### config.mk
export PLATFORM = sky130hd
export DESIGN_NAME = capture_sequencer
export DESIGN_NICKNAME = d
export VERILOG_FILES = /design/src/rtl/capture_sequencer.sv
export SDC_FILE = /design/constraint.sdc
export NUM_CORES = 1
export LEC_CHECK = 0
export BUFFER_PORTS_ARGS = -buffer_cell sky130_fd_sc_hd__buf_2
export CAP_MARGIN = 5
export CORE_MARGIN = 2
export CORE_UTILIZATION = 57
export CTS_BUF_LIST = sky130_fd_sc_hd__clkbuf_8
export DETAILED_ROUTE_END_ITERATION = 10
export GPL_TIMING_DRIVEN = 0
export PLACE_DENSITY = 0.89
export SLEW_MARGIN = 10
export SYNTH_ARGS = -nofsm -noshare
export SYNTH_HDL_FRONTEND = slang
export SYNTH_SLANG_ARGS = --single-unit
### constraint.sdc
create_clock -name clk -period 1.85 [get_ports clk]
set_input_delay 0.185 -clock clk [delete_from_list [all_inputs] [get_ports clk]]
set_output_delay 0.185 -clock clk [all_outputs]
set_load 0.05 [all_outputs]
### src/rtl/capture_sequencer.sv
// Capture path sequencer: sample RAM addressing (arm, circular pre-trigger fill, post-trigger count)
// and a header + word dump over the UART byte handshake. Optional feature macro: PRETRIG_FILL_EN.
module capture_sequencer #(
  parameter int         AW       = 8,
  parameter int         DW       = 16,
  parameter int         POST_CNT = 128,
  parameter logic [7:0] HDR_BYTE = 8'hA5
) (
  input  logic          clk,
  input  logic          rst,
  input  logic          arm,
  input  logic          abort,
  input  logic          trig,
  input  logic          wr_stb,
  output logic          ram_we,
  output logic [AW-1:0] ram_waddr,
  output logic [AW-1:0] ram_raddr,
  input  logic [DW-1:0] ram_rdata,
  output logic [7:0]    tx_dat,
  output logic          tx_start,
  input  logic          tx_busy,
  output logic [2:0]    state_o,
  output logic          done
);

  // state | meaning
  // IDLE  | waiting for arm
  // ARMED | circular pre-trigger fill, waiting for trig
  // POST  | writing POST_CNT words after the trigger
  // HDR   | send sync byte
  // RD    | RAM read latency slot
  // LO    | send low byte of current word
  // HI    | send high byte, advance read address
  // DONE  | dump complete, waiting for re-arm
  typedef enum logic [2:0] {
    S_IDLE  = 3'd0,
    S_ARMED = 3'd1,
    S_POST  = 3'd2,
    S_HDR   = 3'd3,
    S_RD    = 3'd4,
    S_LO    = 3'd5,
    S_HI    = 3'd6,
    S_DONE  = 3'd7
  } state_t;

  localparam logic [AW-1:0] POST_LAST = AW'(POST_CNT - 1);
  localparam logic [AW-1:0] WORD_LAST = '1;

  state_t        state, state_nxt;
  logic [AW-1:0] post_cnt;
  logic [AW-1:0] word_cnt;
  logic [AW-1:0] start_addr;
  logic          send;
  logic [7:0]    send_byte;
  logic          tx_ok;
  logic          trig_ok;

`ifdef PRETRIG_FILL_EN
  localparam logic [AW-1:0] FILL_TGT = AW'((1 << AW) - POST_CNT);
  logic [AW-1:0] fill_cnt;

  assign trig_ok = (fill_cnt == FILL_TGT);

  // Cleared outside ARMED, so every arm starts counting from zero.
  always_ff @(posedge clk) begin
    if (rst)                                fill_cnt <= '0;
    else if (state != S_ARMED)              fill_cnt <= '0;
    else if (ram_we && fill_cnt != FILL_TGT) fill_cnt <= fill_cnt + AW'(1);
  end
`else
  assign trig_ok = 1'b1;
`endif

  assign ram_we  = wr_stb && (state == S_ARMED || state == S_POST);
  // The cycle tx_start is high is the guard slot: the UART's busy has not risen yet.
  assign tx_ok   = !tx_busy && !tx_start;
  assign done    = (state == S_DONE);
  assign state_o = state;

  always_comb begin
    state_nxt = state;
    send      = 1'b0;
    send_byte = 8'h00;
    case (state)
      S_IDLE:  if (arm) state_nxt = S_ARMED;
      S_ARMED: if (trig && trig_ok) state_nxt = S_POST;
      S_POST:  if (ram_we && post_cnt == POST_LAST) state_nxt = S_HDR;
      S_HDR: begin
        if (tx_ok) begin
          send      = 1'b1;
          send_byte = HDR_BYTE;
          state_nxt = S_RD;
        end
      end
      S_RD:    state_nxt = S_LO;
      S_LO: begin
        if (tx_ok) begin
          send      = 1'b1;
          send_byte = ram_rdata[7:0];
          state_nxt = S_HI;
        end
      end
      S_HI: begin
        if (tx_ok) begin
          send      = 1'b1;
          send_byte = ram_rdata[15:8];
          state_nxt = (word_cnt == WORD_LAST) ? S_DONE : S_RD;
        end
      end
      S_DONE:  if (arm) state_nxt = S_ARMED;
      default: state_nxt = S_IDLE;
    endcase
    if (abort) begin
      state_nxt = S_IDLE;
      send      = 1'b0;
    end
  end

  always_ff @(posedge clk) begin
    if (rst) begin
      state      <= S_IDLE;
      ram_waddr  <= '0;
      ram_raddr  <= '0;
      start_addr <= '0;
      post_cnt   <= '0;
      word_cnt   <= '0;
      tx_start   <= 1'b0;
      tx_dat     <= 8'h00;
    end else begin
      state    <= state_nxt;
      tx_start <= send;
      if (send) tx_dat <= send_byte;
      if (ram_we) ram_waddr <= ram_waddr + AW'(1);
      if (state == S_ARMED)              post_cnt <= '0;
      else if (state == S_POST && ram_we) post_cnt <= post_cnt + AW'(1);
      // Oldest word sits just past the final post-trigger write.
      if (state == S_POST && state_nxt == S_HDR) start_addr <= ram_waddr + AW'(1);
      if (state == S_HDR) begin
        ram_raddr <= start_addr;
        word_cnt  <= '0;
      end else if (state == S_HI && send) begin
        ram_raddr <= ram_raddr + AW'(1);
        word_cnt  <= word_cnt + AW'(1);
      end
    end
  end

endmodule
# Word level (Yosys, flattened, before mapping)
# Index checks and enable logic that the tools add are counted.
[word_totals] regBits=52 inputBits=23 out_inout_bits=30 wordCells=55
[classes] addsub=4 eq_ne=10 n_mux=18 n_reduce_logical=15
[op_table] op="8-bit two-way mux" n=5
[op_table] op="8-bit by 1-bit adder with 8-bit output (second input constant)" n=4
[op_table] op="8-bit case mux with 3 select lines" n=1
[op_table] op="3-bit two-way mux" n=7
[op_table] op="3-bit case mux with 7 select lines" n=1
[op_table] op="3-bit equality test (second input constant)" n=4
[op_table] op="3-bit by 2-bit equality test with 1-bit output (second input constant)" n=3
[op_table] op="8-bit by 7-bit equality test with 1-bit output (second input constant)" n=1
[op_table] op="8-bit equality test (second input constant)" n=1
[op_table] op="1-bit logical AND" n=6
[op_table] op="2-bit OR reduction" n=3
[op_table] op="3-bit by 1-bit equality test with 1-bit output (second input constant)" n=1
[op_table] op="3-bit zero test" n=1
[op_table] op="1-bit two-way mux" n=3
[op_table] op="3-bit OR reduction" n=1
[op_table] op="1-bit zero test" n=2
[op_table] op="2-bit two-way mux" n=1
[op_table] op="2-bit nonzero test" n=1
[op_table] op="1-bit logical OR" n=1

# Depth between registers and ports, before layout
# Gate-level depths: netlist of the first run.
[logic_depth] depth_word=9 mapped_depth=8 depth_no_buf=6

# Worst setup path after synthesis of the first run
# OpenSTA, ideal clock, no wires.
[synth_path] kind="register to register" start="register state[0] (netlist: state_o[0])" end="register ram_waddr[7]" setup_time_ns=0.128 t_arrival_ns=1.934 setup_slack_ns=-0.212 path_stages_with_launch=8 synth_period_minus_slack_ns=2.062 path_cell_list="dfxtp_1 > buf_2 > and2b_1 > o21ai_1 > inv_2 > nand4_1 > xor2_1 > nor2_1"
[synth_between] elab_chain_len=3
[synth_rtl] item="from (decl)" line_no="49" source="state_t state, state_nxt;"
[synth_rtl] item="from (signal assigned)" line_no="130" source="state <= state_nxt;"
[synth_rtl] item="3-bit by 1-bit equality test with 1-bit output or 3-bit by 2-bit equality test with 1-bit output (tied branches)" line_no="74" source="assign ram_we = wr_stb && (state == S_ARMED || state == S_POST);"
[synth_rtl] item="1-bit logical OR (*)" line_no="74"
[synth_rtl] item="1-bit logical AND (*)" line_no="74"
[synth_rtl] item="net ram_we" line_no="15" source="output logic ram_we,"
[synth_rtl] item="to (signal assigned)" line_no="133" source="if (ram_we) ram_waddr <= ram_waddr + AW'(1);"
[synth_rtl] item="to (decl)" line_no="16" source="output logic [AW-1:0] ram_waddr,"
# The timed path passes the listed nets; every way through them passes the cells marked *.
# A chain may end at the register's enable or synchronous reset.

# Final worst setup path of the first run
[layout_path] start="register state[0] (netlist: state_o[0])" end="register start_addr[6]"
[layout_between] elab_chain_len=9
[layout_rtl] item="3-bit by 1-bit equality test with 1-bit output or 3-bit by 2-bit equality test with 1-bit output (tied branches)" line_no="74, 84, 137"
[layout_rtl] item="1-bit logical OR" line_no="74"
[layout_rtl] item="1-bit logical AND" line_no="74"
[layout_rtl] item="1-bit logical AND" line_no="87" source="S_POST: if (ram_we && post_cnt == POST_LAST) state_nxt = S_HDR;"
[layout_rtl] item="3-bit two-way mux" line_no="87"
[layout_rtl] item="3-bit case mux with 7 select lines" line_no="84" source="case (state)"
[layout_rtl] item="3-bit two-way mux" line_no="113" source="if (abort) begin"
[layout_rtl] item="3-bit by 2-bit equality test with 1-bit output" line_no="137" source="if (state == S_POST && state_nxt == S_HDR) start_addr <= ram_waddr + AW'(1);"
[layout_rtl] item="1-bit logical AND (*)" line_no="137"
[layout_rtl] item="to (signal assigned)" line_no="137"
[layout_rtl] item="to (decl)" line_no="52" source="logic [AW-1:0] start_addr;"
# Every way passes the cells marked *; elsewhere a longest branch is shown, timed or not.

==> results of run 1 <==
[how the worst min path moves through the flow]
stage	end	slack (ps)	depth (start not counted)
detailed placement	tx_dat[1]	440	2
floorplan	state_o[2]	380	3
global route	state_o[2]	180	4
finish	state_o[2]	200	4
CTS	state_o[2]	200	4
global placement	tx_dat[1]	440	2
[report_power, final]
part / internal (mW) / switching (mW) / leakage (nW) / total (mW)
registers: 1.12 / 0.00466 / 0.421 / 1.12
logic: 0.0572 / 0.0971 / 0.769 / 0.154
clock network: 0.272 / 0.388 / 0.0485 / 0.660
total: 1.45 / 0.490 / 1.24 / 1.94
[timing repair]
| item | CTS | global route |
|---|---|---|
| cloned | 0 | 0 |
| buffers inserted | 0 | 2 |
| pin swaps | 1 | 1 |
| endpoints found under the setup margin | 4 | 9 |
| gates resized for setup | 6 | 11 |
[flip-flops by register name, summed over array words and instances (netlist names)]
signal	count
state_o	3
start_addr	8
ram_waddr	8
ram_raddr	8
word_cnt	8
tx_dat	8
tx_start	1
post_cnt	8
[Yosys cell counts (2+ instances only)]
| cell | count | share of area, % |
|---|---|---|
| dfxtp_1 | 52 | 40 |
| nor2_1 | 49 | 7.0 |
| nand2_1 | 28 | 4.0 |
| a21oi_1 | 25 | 4.8 |
| xor2_1 | 14 | 4.7 |
| nand3_1 | 12 | 2.3 |
| xnor2_1 | 12 | 4.0 |
| o21ai_0 | 9 | 1.7 |
| nand4_1 | 8 | 1.9 |
| a311oi_2 | 6 | 3.4 |
| clkbuf_1 | 6 | 0.86 |
| nor3_1 | 6 | 1.1 |
| a22o_1 | 5 | 1.7 |
| buf_2 | 5 | 0.95 |
| nor2b_1 | 5 | 1.2 |
| a211oi_1 | 4 | 1.1 |
| and3_1 | 4 | 0.95 |
| buf_4 | 4 | 1.1 |
| ha_1 | 4 | 1.9 |
| or3_1 | 4 | 0.95 |
| a21oi_2 | 3 | 1.0 |
| a221oi_1 | 3 | 1.0 |
| a31oi_1 | 3 | 0.71 |
| inv_1 | 3 | 0.43 |
| nor4_1 | 3 | 0.71 |
| o21ai_1 | 3 | 0.57 |
| a222oi_1 | 2 | 0.76 |
| a22oi_1 | 2 | 0.57 |
| and2b_1 | 2 | 0.57 |
| buf_6 | 2 | 0.86 |
| o21a_1 | 2 | 0.57 |
[layout make-up]
| cell class | instances | area, sq um | share of cell area [%] |
|---|---|---|---|
| multi-input combinational | 237 | 1521 | 48.64 |
| sequential | 52 | 1052 | 33.64 |
| timing repair buffer | 52 | 270.3 | 8.640 |
| buffer | 18 | 112.6 | 3.600 |
| clock buffer | 5 | 68.82 | 2.200 |
| tap | 52 | 65.06 | 2.080 |
| clock inverter | 3 | 22.52 | 0.7200 |
| inverter | 4 | 15.01 | 0.4800 |
[metal layers]
layer	track usage (%)	share of wire (%)
met1	28.45	43
met2	41.77	49
met3	5.417	6.8
met4	9.015	0.88
met5	0	0
[logic make-up (layout without fill, tap and decap cells)]
group / Yosys count / count (layout)
adders and majority gates: 4 / 4
muxes: 1 / 1
xor gates and xnor gates: 26 / 26
AOI/OAI and AO/OA: 74 / 74
and+or+nand+nor: 132 / 132
DFF: 52 / 52
buffers and inverters: 22 / 82
[placed cells by master, fill, tap and decap left out, types with 2 or more instances in the layout]
master,netlist,layout
a311oi_2,6,6
a221oi_1,3,2
or3_1,4,4
a21oi_1,25,25
nor4_1,3,3
dfxtp_1,52,49
dfxtp_4,0,3
a31oi_1,3,3
nand3_1,12,12
and3_1,4,4
nor2_1,49,48
a22o_1,5,5
o21a_1,2,2
buf_4,4,7
nand4_1,8,8
a21oi_2,3,3
nor2b_1,5,5
buf_6,2,3
clkbuf_4,0,2
xor2_1,14,14
inv_1,3,3
nor3_4,0,2
a211oi_1,4,4
a22oi_1,2,2
xnor2_1,12,12
nand2_1,28,28
o21ai_0,9,9
ha_1,4,4
clkbuf_1,6,6
a222oi_1,2,2
clkbuf_8,0,5
buf_2,5,51
nor3_1,6,5
o21ai_1,3,2
[critical path: cells and delay by family, from the launching register on]
kind	cells	cell delay [ps]
AOI/OAI and AO/OA	3	500
buffers and inverters	2	320
DFF	1	360
and+or+nand+nor	2	560
[per-stage QoR]
step | hold slack (ps) | std cells | instance area, sq um | TNS, ps
after floorplan | 376.1 | 311 | 2636 | 0
after global placement | 439.6 | 413 | 2952 | 0
after detailed placement | 443.0 | 413 | 2952 | 0
after CTS | 196.9 | 421 | 3065 | 0
after global routing | 183.0 | 423 | 3128 | -161.1
final | 196.0 | 423 | 3128 | 0
==> key figures, run 1 <==
Critical path
  • Worst Setup Path Type: flop to flop
  • FF-to-FF End: start_addr[6]
  • Critical Path, Cell by Cell: buf_4 -> nand3b_4 -> nor4_4 -> a221o_2 -> buf_6 -> a21oi_2 -> a311oi_2
  • Reg-to-Reg Start: state_o[0]
  • Worst EP arrival: 2040 ps
  • Worst setup startpoint: state_o[0]
  • Slowest cell on the critical path: dfxtp_4
  • CP Launch Type: flop
  • Worst setup EP type: flop
  • Worst EP required: 2080 ps
  • Crit-path max cell delay: 360 ps
  • End of the critical path: start_addr[6]
  • R2R setup slack: 40 ps
  • Worst r2r path cells: 7
  • CP max FO: 10

Global route
  • Largest net degree at the start of global routing: 18
  • Gr ovfl total: 0
  • Global-route wire length before repair: 9818 um
  • Vias in the first global route: 2234
  • Initial antenna violation count: 0
  • Gr usage total: 23.82%

Yosys
  • Post-synthesis simple-gate area fraction: 24.86%
  • Xor/xnor share of the synthesized area: 8.667%
  • Synth Area in Compound Gates: 20.05%
  • Post-Syn Area: 0.002628 sq mm
  • Number of enable flip-flop cells after synthesis: 0
  • Avg Cell Area, Syn: 8.449 sq um
  • Synth cell types: 52
  • Register bit count reported by yosys: 52
  • Multiplexer share of the synthesized area: 0.3810%
  • Main synth FF type: dfxtp_1
  • Post-Synthesis Cells: 311
  • Largest family of logic cells by synthesized area: simple AND/OR/NAND/NOR gates
  • Syn nets: 338
  • Register area share after synthesis: 39.62%
  • Warnings, synthesis: 0
  • Adder-cell share of the synthesized area: 1.905%
  • Post-synth ARST share: 0%

STA
  • Fin. Hold Viols: 0
  • Maximum clock rate: 0.5520 GHz
  • Post-Route Skew: 8.738 ps
  • Crit share post-route: 97.93%
  • Measured slew at the worst slew-check pin: 601.2 ps
  • Tmin final: 1812 ps
  • Slew margin rel.: 59.92%
  • Setup violations, final: 0
  • RSZ-0062 raised after global routing: true
  • Final WS setup: 38.32 ps
  • Pins Over Slew Limit: 0

Final layout
  • FILL cells: 354
  • Nets@finish: 397
  • N_diodes: 0
  • Share of layout cells above drive strength 1: 26.42%
  • Layout Utilization: 71.35%
  • Area growth from synthesis to layout: 19.05%

Floorplan
  • Die H: 71.90 um
  • Row Count: 24
  • Initial Util: 59.93%
  • Die area: 0.005169 sq mm
  • Io pins: 53
  • Core Box Area: 0.004384 sq mm
  • Die Width: 71.90 um

Clock network
  • Root Buffer: clkbuf_8
  • Hold Buf Count CTS: 0
  • Total clock sinks: 52
  • Worst-path clk slew: 100 ps
  • Clk buf depth: 2
  • Worst-skew pair later-pin latency: 310 ps
  • CTS tree: built
  • CTS Buf Count: 5
  • H-tree levels: 2

Pwr
  • LEAKAGE: 1.239 nW
  • Peak VDD IR: 564.4 uV
  • Final Power: 1.938 mW
  • Cell Pwr Density: 619.5 mW/mm^2

Hold path
  • HP Start: arm
  • Worst Hold Class: input pin to flop

Placed design
  • Gpl congestion: 0.9143
  • IO Port Bufs: 50
  • Hpwl dp: 4446 um
  • Setup slack at placement: 8.808 ps

Detailed routing
  • Avg WL per Cell: 14.23 um
  • Vias/cell: 5.728
  • Initial DRC count: 154
  • ANT nets after route: 0
  • Vias after detailed routing: 2423
  • Detailed-router iteration count before antenna repair: 4
  • Routed WL: 6018 um
  • Drt drc: 0

Outcome
  • Status: complete, no violations

Run
  • Max cap viols: 0
(Power assumes the default switching activity.)
==> inputs of run 2 (changes only) <==
--- a/config.mk
+++ b/config.mk
@@ -5,6 +5,7 @@
 export SDC_FILE = /design/constraint.sdc
 export NUM_CORES = 1
 export LEC_CHECK = 0
+export ABC_AREA = 1
 export BUFFER_PORTS_ARGS = -buffer_cell sky130_fd_sc_hd__buf_2
 export CAP_MARGIN = 5
 export CORE_MARGIN = 2
==> key figures, run 2 <==
Outcome
  • Status: complete, no violations

Placed design
  • Post-DP Area: 0.002912 sq mm (-1.4%)
  • Placed insts: 465 (+13%)
  • IO Port Bufs: 51 (+2.0%)
  • Gpl congestion: 0.8505 (-7.0%)
  • Hpwl dp: 4183 um (-5.9%)

STA
  • Pins Over Slew Limit: 0 (unchanged)
  • Crit share post-route: 96.00% (-1.9 points)
  • Setup violations, final: 0 (unchanged)
  • Tmin final: 1776 ps (-35.74 ps)
  • Measured slew at the worst slew-check pin: 495.1 ps (-106.1 ps)
  • Maximum clock rate: 0.5631 GHz (+2.0%)
  • Fin. Hold Viols: 0 (unchanged)
  • Post-Route Skew: 8.973 ps (+0.2349 ps)
  • Slew margin rel.: 66.99% (+7.1 points)

Global route
  • Grt met2 use: 39.81% (-2.0 points)
  • Largest net degree at the start of global routing: 16 (-2)
  • Gr ovfl total: 0 (unchanged)
  • Global-route wire length before repair: 9432 um (-3.9%)
  • M1 GR Usage: 27.26% (-1.2 points)
  • Initial antenna violation count: 0 (unchanged)
  • GR Layer Usage met3: 5.626% (+0.21 points)
  • Vias in the first global route: 2277 (+1.9%)
  • Most used routing layer: met2
  • Gr usage total: 22.74% (-1.1 points)

Yosys
  • Number of enable flip-flop cells after synthesis: 0 (unchanged)
  • Warnings, synthesis: 0 (unchanged)
  • Count leader, synth: nand2_1
  • Top post-synthesis cells by area: dfxtp_1 (40%), nand2_1 (11%), nor2_1 (7.5%)
  • Syn nets: 389 (+15%)
  • Post-Synthesis Cells: 362 (+16%)
  • Avg Cell Area, Syn: 7.148 sq um (-15%)
  • Main synth FF type: dfxtp_1
  • Post-synth ARST share: 0% (unchanged)
  • Register area share after synthesis: 40.23% (+0.61 points)
  • Synth top area share: 40.23% (+0.61 points)
  • Synth cell count leaders: nand2_1 (77), dfxtp_1 (52), nor2_1 (52), inv_1 (38), a21oi_1 (25)
  • Synth cell types: 37 (-29%)
  • Area leader, netlist: dfxtp_1
  • Post-Syn Area: 0.002587 sq mm (-1.5%)
  • Register bit count reported by yosys: 52 (unchanged)

Final layout
  • Post-layout instance area: 0.003049 sq mm (-2.5%)
  • Finished Layout Cells: 475 (+12%)
  • Area growth from synthesis to layout: 17.84%
  • Nets@finish: 450 (+13%)
  • Commonest non-fill, non-tap cell in the layout: nand2_1
  • Most frequent cells in the layout: nand2_1 (76), buf_2 (53), nor2_1 (51)
  • Share of layout cells above drive strength 1: 21.99% (-4.4 points)
  • N_diodes: 0 (unchanged)
  • Layout Utilization: 70.03% (-1.3 points)

Pwr
  • Peak VDD IR: 464.2 uV (-18%)
  • Final Power: 1.942 mW (+0.20%)
  • LEAKAGE: 1.317 nW (+6.3%)
  • Cell Pwr Density: 636.8 mW/mm^2 (+2.8%)

Critical path
  • Crit-path max cell delay: 400 ps (+40 ps)
  • Worst Setup Path Type: flop to output port
  • Reg-to-Reg Start: word_cnt[1]
  • Worst setup EP type: output port
  • FF-to-FF End: start_addr[6]
  • Worst setup startpoint: state_o[1]
  • Worst EP required: 1660 ps (-420 ps)
  • CP delay by family, top: buffers and inverters
  • Critical Path, Cell by Cell: inv_2 -> nor2_4 -> nand2_2 -> nand2_1 -> nand2_1 -> inv_2 -> buf_6 -> buf_8
  • CP Launch Type: flop
  • CP max FO: 10 (unchanged)
  • Worst r2r path cells: 13 (+6)
  • Slowest cell on the critical path: dfxtp_4
  • R2R setup slack: 120 ps (+80 ps)
  • Worst EP arrival: 1590 ps (-450 ps)
  • CP Buf/Inv Count: 4 (+2)

Clock network
  • Clk buf depth: 2 (unchanged)
  • Root Buffer: clkbuf_8
  • H-tree levels: 2 (unchanged)
  • Worst-path clk slew: 90 ps (about the same)
  • CTS Buf Count: 5 (unchanged)
  • Hold Buf Count CTS: 0 (unchanged)
  • Total clock sinks: 52 (unchanged)
  • Worst-skew pair later-pin latency: 310 ps (about the same)
  • CTS tree: built

Detailed routing
  • Detailed-router iteration count before antenna repair: 4 (unchanged)
  • Vias after detailed routing: 2499 (+3.1%)
  • Vias/cell: 5.261 (-8.2%)
  • Routed WL: 5612 um (-6.7%)
  • Drt drc: 0 (unchanged)
  • Initial DRC count: 85 (-45%)
  • ANT nets after route: 0 (unchanged)
  • Avg WL per Cell: 11.81 um (-17%)

Floorplan
  • Die H: 71.38 um (-0.72%)
  • Die area: 0.005094 sq mm (-1.4%)
  • Io pins: 53 (unchanged)
  • Initial Util: 59.43% (-0.51 points)
  • Die Width: 71.38 um (-0.72%)
  • Core Box Area: 0.004354 sq mm (-0.68%)
  • Row Count: 24 (unchanged)

Run
  • Max cap viols: 0 (unchanged)

Hold path
  • Hold path cells: 3 (-1)
  • HP Start: ram_rdata[4]
  • Worst Hold End: tx_dat[4]
  • Worst Hold Class: input pin to flop
-- run 2: changes by cell type in the layout (fill, tap and decap cells not counted), moves of 5 or more --
cell	previous run	this run
inv_1	3	37
o21ai_0	9	24
xor2_1	14	7
a311oi_2	6	0
nand2_1	28	76
nor3_1	5	11
a22o_1	5	0
nor2b_1	5	0
xnor2_1	12	3
-- run 2: metal layers --
| layer | part of all wire [%] | up-vias | routed length (um) |
|---|---|---|---|
| li1 | - | 1304 | - |
| met1 | 46 | 1128 | 2573 |
| met4 | 1.5 | 0 | 82 |
| met5 | 0 | - | 0 |
| met3 | 5.0 | 9 | 281 |
| met2 | 48 | 58 | 2674 |
-- run 2: stage by stage --
step                hold WS (ps)  setup TNS [ps]  worst slack [ps]
floorplan                  340.3               0             126.7
global placement           425.2               0             76.73
detailed placement         441.4               0             45.03
CTS                        116.5               0             7.872
global route               124.9          -33.68            -22.81
finish                     110.7               0             74.07
-- run 2: how the worst max path moves through the flow --
stage / endpoint / slack (ps) / depth (start not counted)
2_1_floorplan: start_addr[6] / 130 / 12
3_3_place_gp: ram_we / 80 / 8
3_5_place_dp: ram_we / 50 / 8
4_1_cts: ram_we / 8 / 8
5_1_grt: start_addr[6] / -20 / 13
6_report: ram_we / 70 / 8
-- run 2: area by class of cell --
type                    instances  area (sq um)
clock inverters                 2         12.51
repair buffers                 54         287.8
clock buffers                   5         68.82
flip-flops and latches         52          1047
multi-input cells             257          1334
plain buffers                  10         63.81
well taps                      52         65.06
fillers                       338          1305
inverters                      43         170.2
-- run 2: kinds of logic after synthesis --
kind of cell               after synthesis  synth area share (%)
and+or+nand+nor                        177                 31.09
AOI/OAI and AO/OA                       66                 14.75
buffers and inverters                   53                 8.607
DFF                                     52                 40.23
xor gates and xnor gates                10                 3.385
adders and majority gates                4                 1.934
-- run 2: repair_timing --
item	CTS	global route
buffers inserted	0	3
endpoints found under the setup margin	1	9
gates resized for setup	8	4
pin swaps	0	1
-- run 2: worst reg2reg max path, stage by stage (launching register included) --
cell     delay (ps)
dfxtp_1         360
ha_1            180
inv_1            60
nor2_2          150
nand2_1         120
nor2_1          100
nor2_1           50
nand3_1          80
nand2_2          90
nor2_4          150
buf_6           150
nand2_1          50
nand2_1          60
nor2_1           40
-- run 2: where the power goes --
part / leakage [nW] / switching (mW) / internal [mW] / total, mW
Combinational: 0.856 / 0.116 / 0.0552 / 0.171
Clock: 0.0400 / 0.371 / 0.257 / 0.628
Sequential: 0.421 / 0.0146 / 1.13 / 1.14
==> inputs of run 3 (changes only) <==
--- a/config.mk
+++ b/config.mk
@@ -14,6 +14,7 @@
 export DETAILED_ROUTE_END_ITERATION = 10
 export GPL_TIMING_DRIVEN = 0
 export PLACE_DENSITY = 0.89
+export REMOVE_ABC_BUFFERS = 1
 export SLEW_MARGIN = 10
 export SYNTH_ARGS = -nofsm -noshare
 export SYNTH_HDL_FRONTEND = slang
==> key figures, run 3 (synthesized netlist as in run 2, its figures left out) <==
Critical path
  • Worst Setup Path Type: flop to output port
  • Worst EP arrival: 1580 ps (about the same)
  • Reg-to-Reg Start: post_cnt[1]
  • End of the critical path: ram_we
  • Worst setup startpoint: state_o[1]
  • FF-to-FF End: start_addr[2]
  • CP Launch Type: flop
  • Worst EP required: 1660 ps (about the same)
  • Worst setup EP type: output port
  • Worst r2r path cells: 13 (unchanged)
  • CP max FO: 10 (unchanged)
  • R2R setup slack: 170 ps (+50 ps)

Detailed routing
  • Routed WL: 5719 um (+1.9%)
  • Initial DRC count: 178 (+110%)
  • Detailed-router iteration count before antenna repair: 4 (unchanged)
  • Vias/cell: 5.351 (+1.7%)
  • Drt drc: 0 (unchanged)
  • ANT nets after route: 0 (unchanged)
  • Avg WL per Cell: 12.25 um (+3.7%)
  • Vias after detailed routing: 2499 (unchanged)

Global route
  • Most used routing layer: met2
  • M1 GR Usage: 27.00% (-0.26 points)
  • Gr ovfl total: 0 (unchanged)
  • Grt met2 use: 41.77% (+2.0 points)
  • Global-route wire length before repair: 9715 um (+3.0%)
  • Gr usage total: 23.47% (+0.74 points)
  • Vias in the first global route: 2303 (+1.1%)
  • Initial antenna violation count: 0 (unchanged)
  • GR Layer Usage met3: 5.907% (+0.28 points)
  • Largest net degree at the start of global routing: 30 (+14)

Placed design
  • Hpwl dp: 4037 um (-3.5%)
  • Gpl congestion: 0.8147 (-4.2%)
  • Setup slack at placement: -19.60 ps (-64.63 ps)
  • IO Port Bufs: 52 (+2.0%)

Final layout
  • N_diodes: 0 (unchanged)
  • Most frequent cells in the layout: nand2_1 (76), buf_2 (51), nor2_1 (50)
  • Commonest non-fill, non-tap cell in the layout: nand2_1
  • Nets@finish: 441 (-2.0%)
  • Share of layout cells above drive strength 1: 21.93% (-0.058 points)
  • Area growth from synthesis to layout: 17.89% (about the same)
  • FILL cells: 329 (-2.7%)

Floorplan
  • Core Box Area: 0.004354 sq mm (unchanged)
  • Io pins: 53 (unchanged)
  • Initial Util: 59.43% (unchanged)
  • Die H: 71.38 um (unchanged)
  • Row Count: 24 (unchanged)
  • Die Width: 71.38 um (unchanged)
  • Die area: 0.005094 sq mm (unchanged)

Hold path
  • Worst Hold Class: input pin to flop

Pwr
  • Final Power: 2.136 mW (+10%)
  • Cell Pwr Density: 700.3 mW/mm^2 (+10%)
  • LEAKAGE: 1.300 nW (-1.3%)
  • Peak VDD IR: 718.5 uV (+55%)

Run
  • Max cap viols: 0 (unchanged)

Clock network
  • Root Buffer: clkbuf_8
  • Total clock sinks: 52 (unchanged)
  • H-tree levels: 2 (unchanged)
  • CTS Buf Count: 5 (unchanged)
  • Worst-path clk slew: 100 ps (about the same)
  • Clk buf depth: 2 (unchanged)
  • Worst-skew pair later-pin latency: 310 ps (about the same)
  • CTS tree: built

STA
  • Pins Over Slew Limit: 0 (unchanged)
  • Slew margin rel.: 49.70% (-17 points)
  • Measured slew at the worst slew-check pin: 753.7 ps (+258.5 ps)
  • Crit share post-route: 95.57% (-0.43 points)
  • Setup violations, final: 0 (unchanged)
  • Post-Route Skew: 13.22 ps (+4.246 ps)
  • RSZ-0062 raised after global routing: false
  • Tmin final: 1768 ps (-7.913 ps)
  • Final WS setup: 81.98 ps (+7.913 ps)
  • Maximum clock rate: 0.5656 GHz (+0.45%)
  • TNS Setup: 0 ps (unchanged)
  • Fin. Hold Viols: 0 (unchanged)
  • Min Hold Slack: 112.4 ps (+1.711 ps)

Outcome
  • Status: complete, no violations
-- run 3: worst min path at each step --
stage | start | endpoint | slack (ps) | depth (start not counted)
floorplan | rst | ram_raddr[0] | 250 | 1
global placement | ram_rdata[4] | tx_dat[4] | 430 | 3
detailed placement | ram_rdata[3] | tx_dat[3] | 440 | 3
CTS | ram_rdata[4] | tx_dat[4] | 110 | 3
global route | ram_rdata[4] | tx_dat[4] | 130 | 3
finish | ram_rdata[3] | tx_dat[3] | 110 | 3
-- run 3: worst max-delay path, cell delays in order, from the launching register on --
cell	delay (ps)
dfxtp_4	400
inv_2	70
nor2_4	130
nand2_1	110
nand2_1	80
nand2_1	120
inv_4	130
buf_4	210
-- run 3: area by class of cell --
type	count	area, sq um	share of cell area [%]
multi-input combinational	257	1336	43.81
sequential	52	1052	34.50
timing repair buffer	55	297.8	9.762
inverter	43	177.7	5.824
clock buffer	6	82.58	2.707
tap	52	65.06	2.133
clock inverter	2	38.79	1.272
-- run 3: per-stage QoR --
| stage | area, sq um | instances | utilization (%) |
|---|---|---|---|
| floorplan | 2530 | 352 | - |
| global placement | 2855 | 456 | 65.57 |
| detailed placement | 2855 | 456 | 65.57 |
| CTS | 3004 | 465 | 68.99 |
| global route | 3050 | 467 | 70.06 |
| finish | 3050 | 467 | 70.06 |
-- run 3: routing by layer --
layer	part of all wire, %	routed length [um]	vias up
met5	0	0	-
met4	1.9	108	0
met3	5.2	297	11
met2	50	2868	65
met1	43	2446	1132
li1	-	-	1291
-- run 3: what timing repair did --
action / CTS / global route
hold endpoints to repair: 0 / 0
setup endpoints to repair: 11 / 17
hold buffers: 0 / 0
buffers inserted: 1 / 2
pin swaps: 1 / 0
gates resized for setup: 5 / 14
-- run 3: where the power goes --
part / leakage, nW / internal [mW] / switching [mW] / total, mW
combinational: 0.816 / 0.0514 / 0.114 / 0.165
sequential: 0.423 / 1.13 / 0.0145 / 1.14
clock: 0.0614 / 0.443 / 0.386 / 0.829
total: 1.30 / 1.62 / 0.515 / 2.14
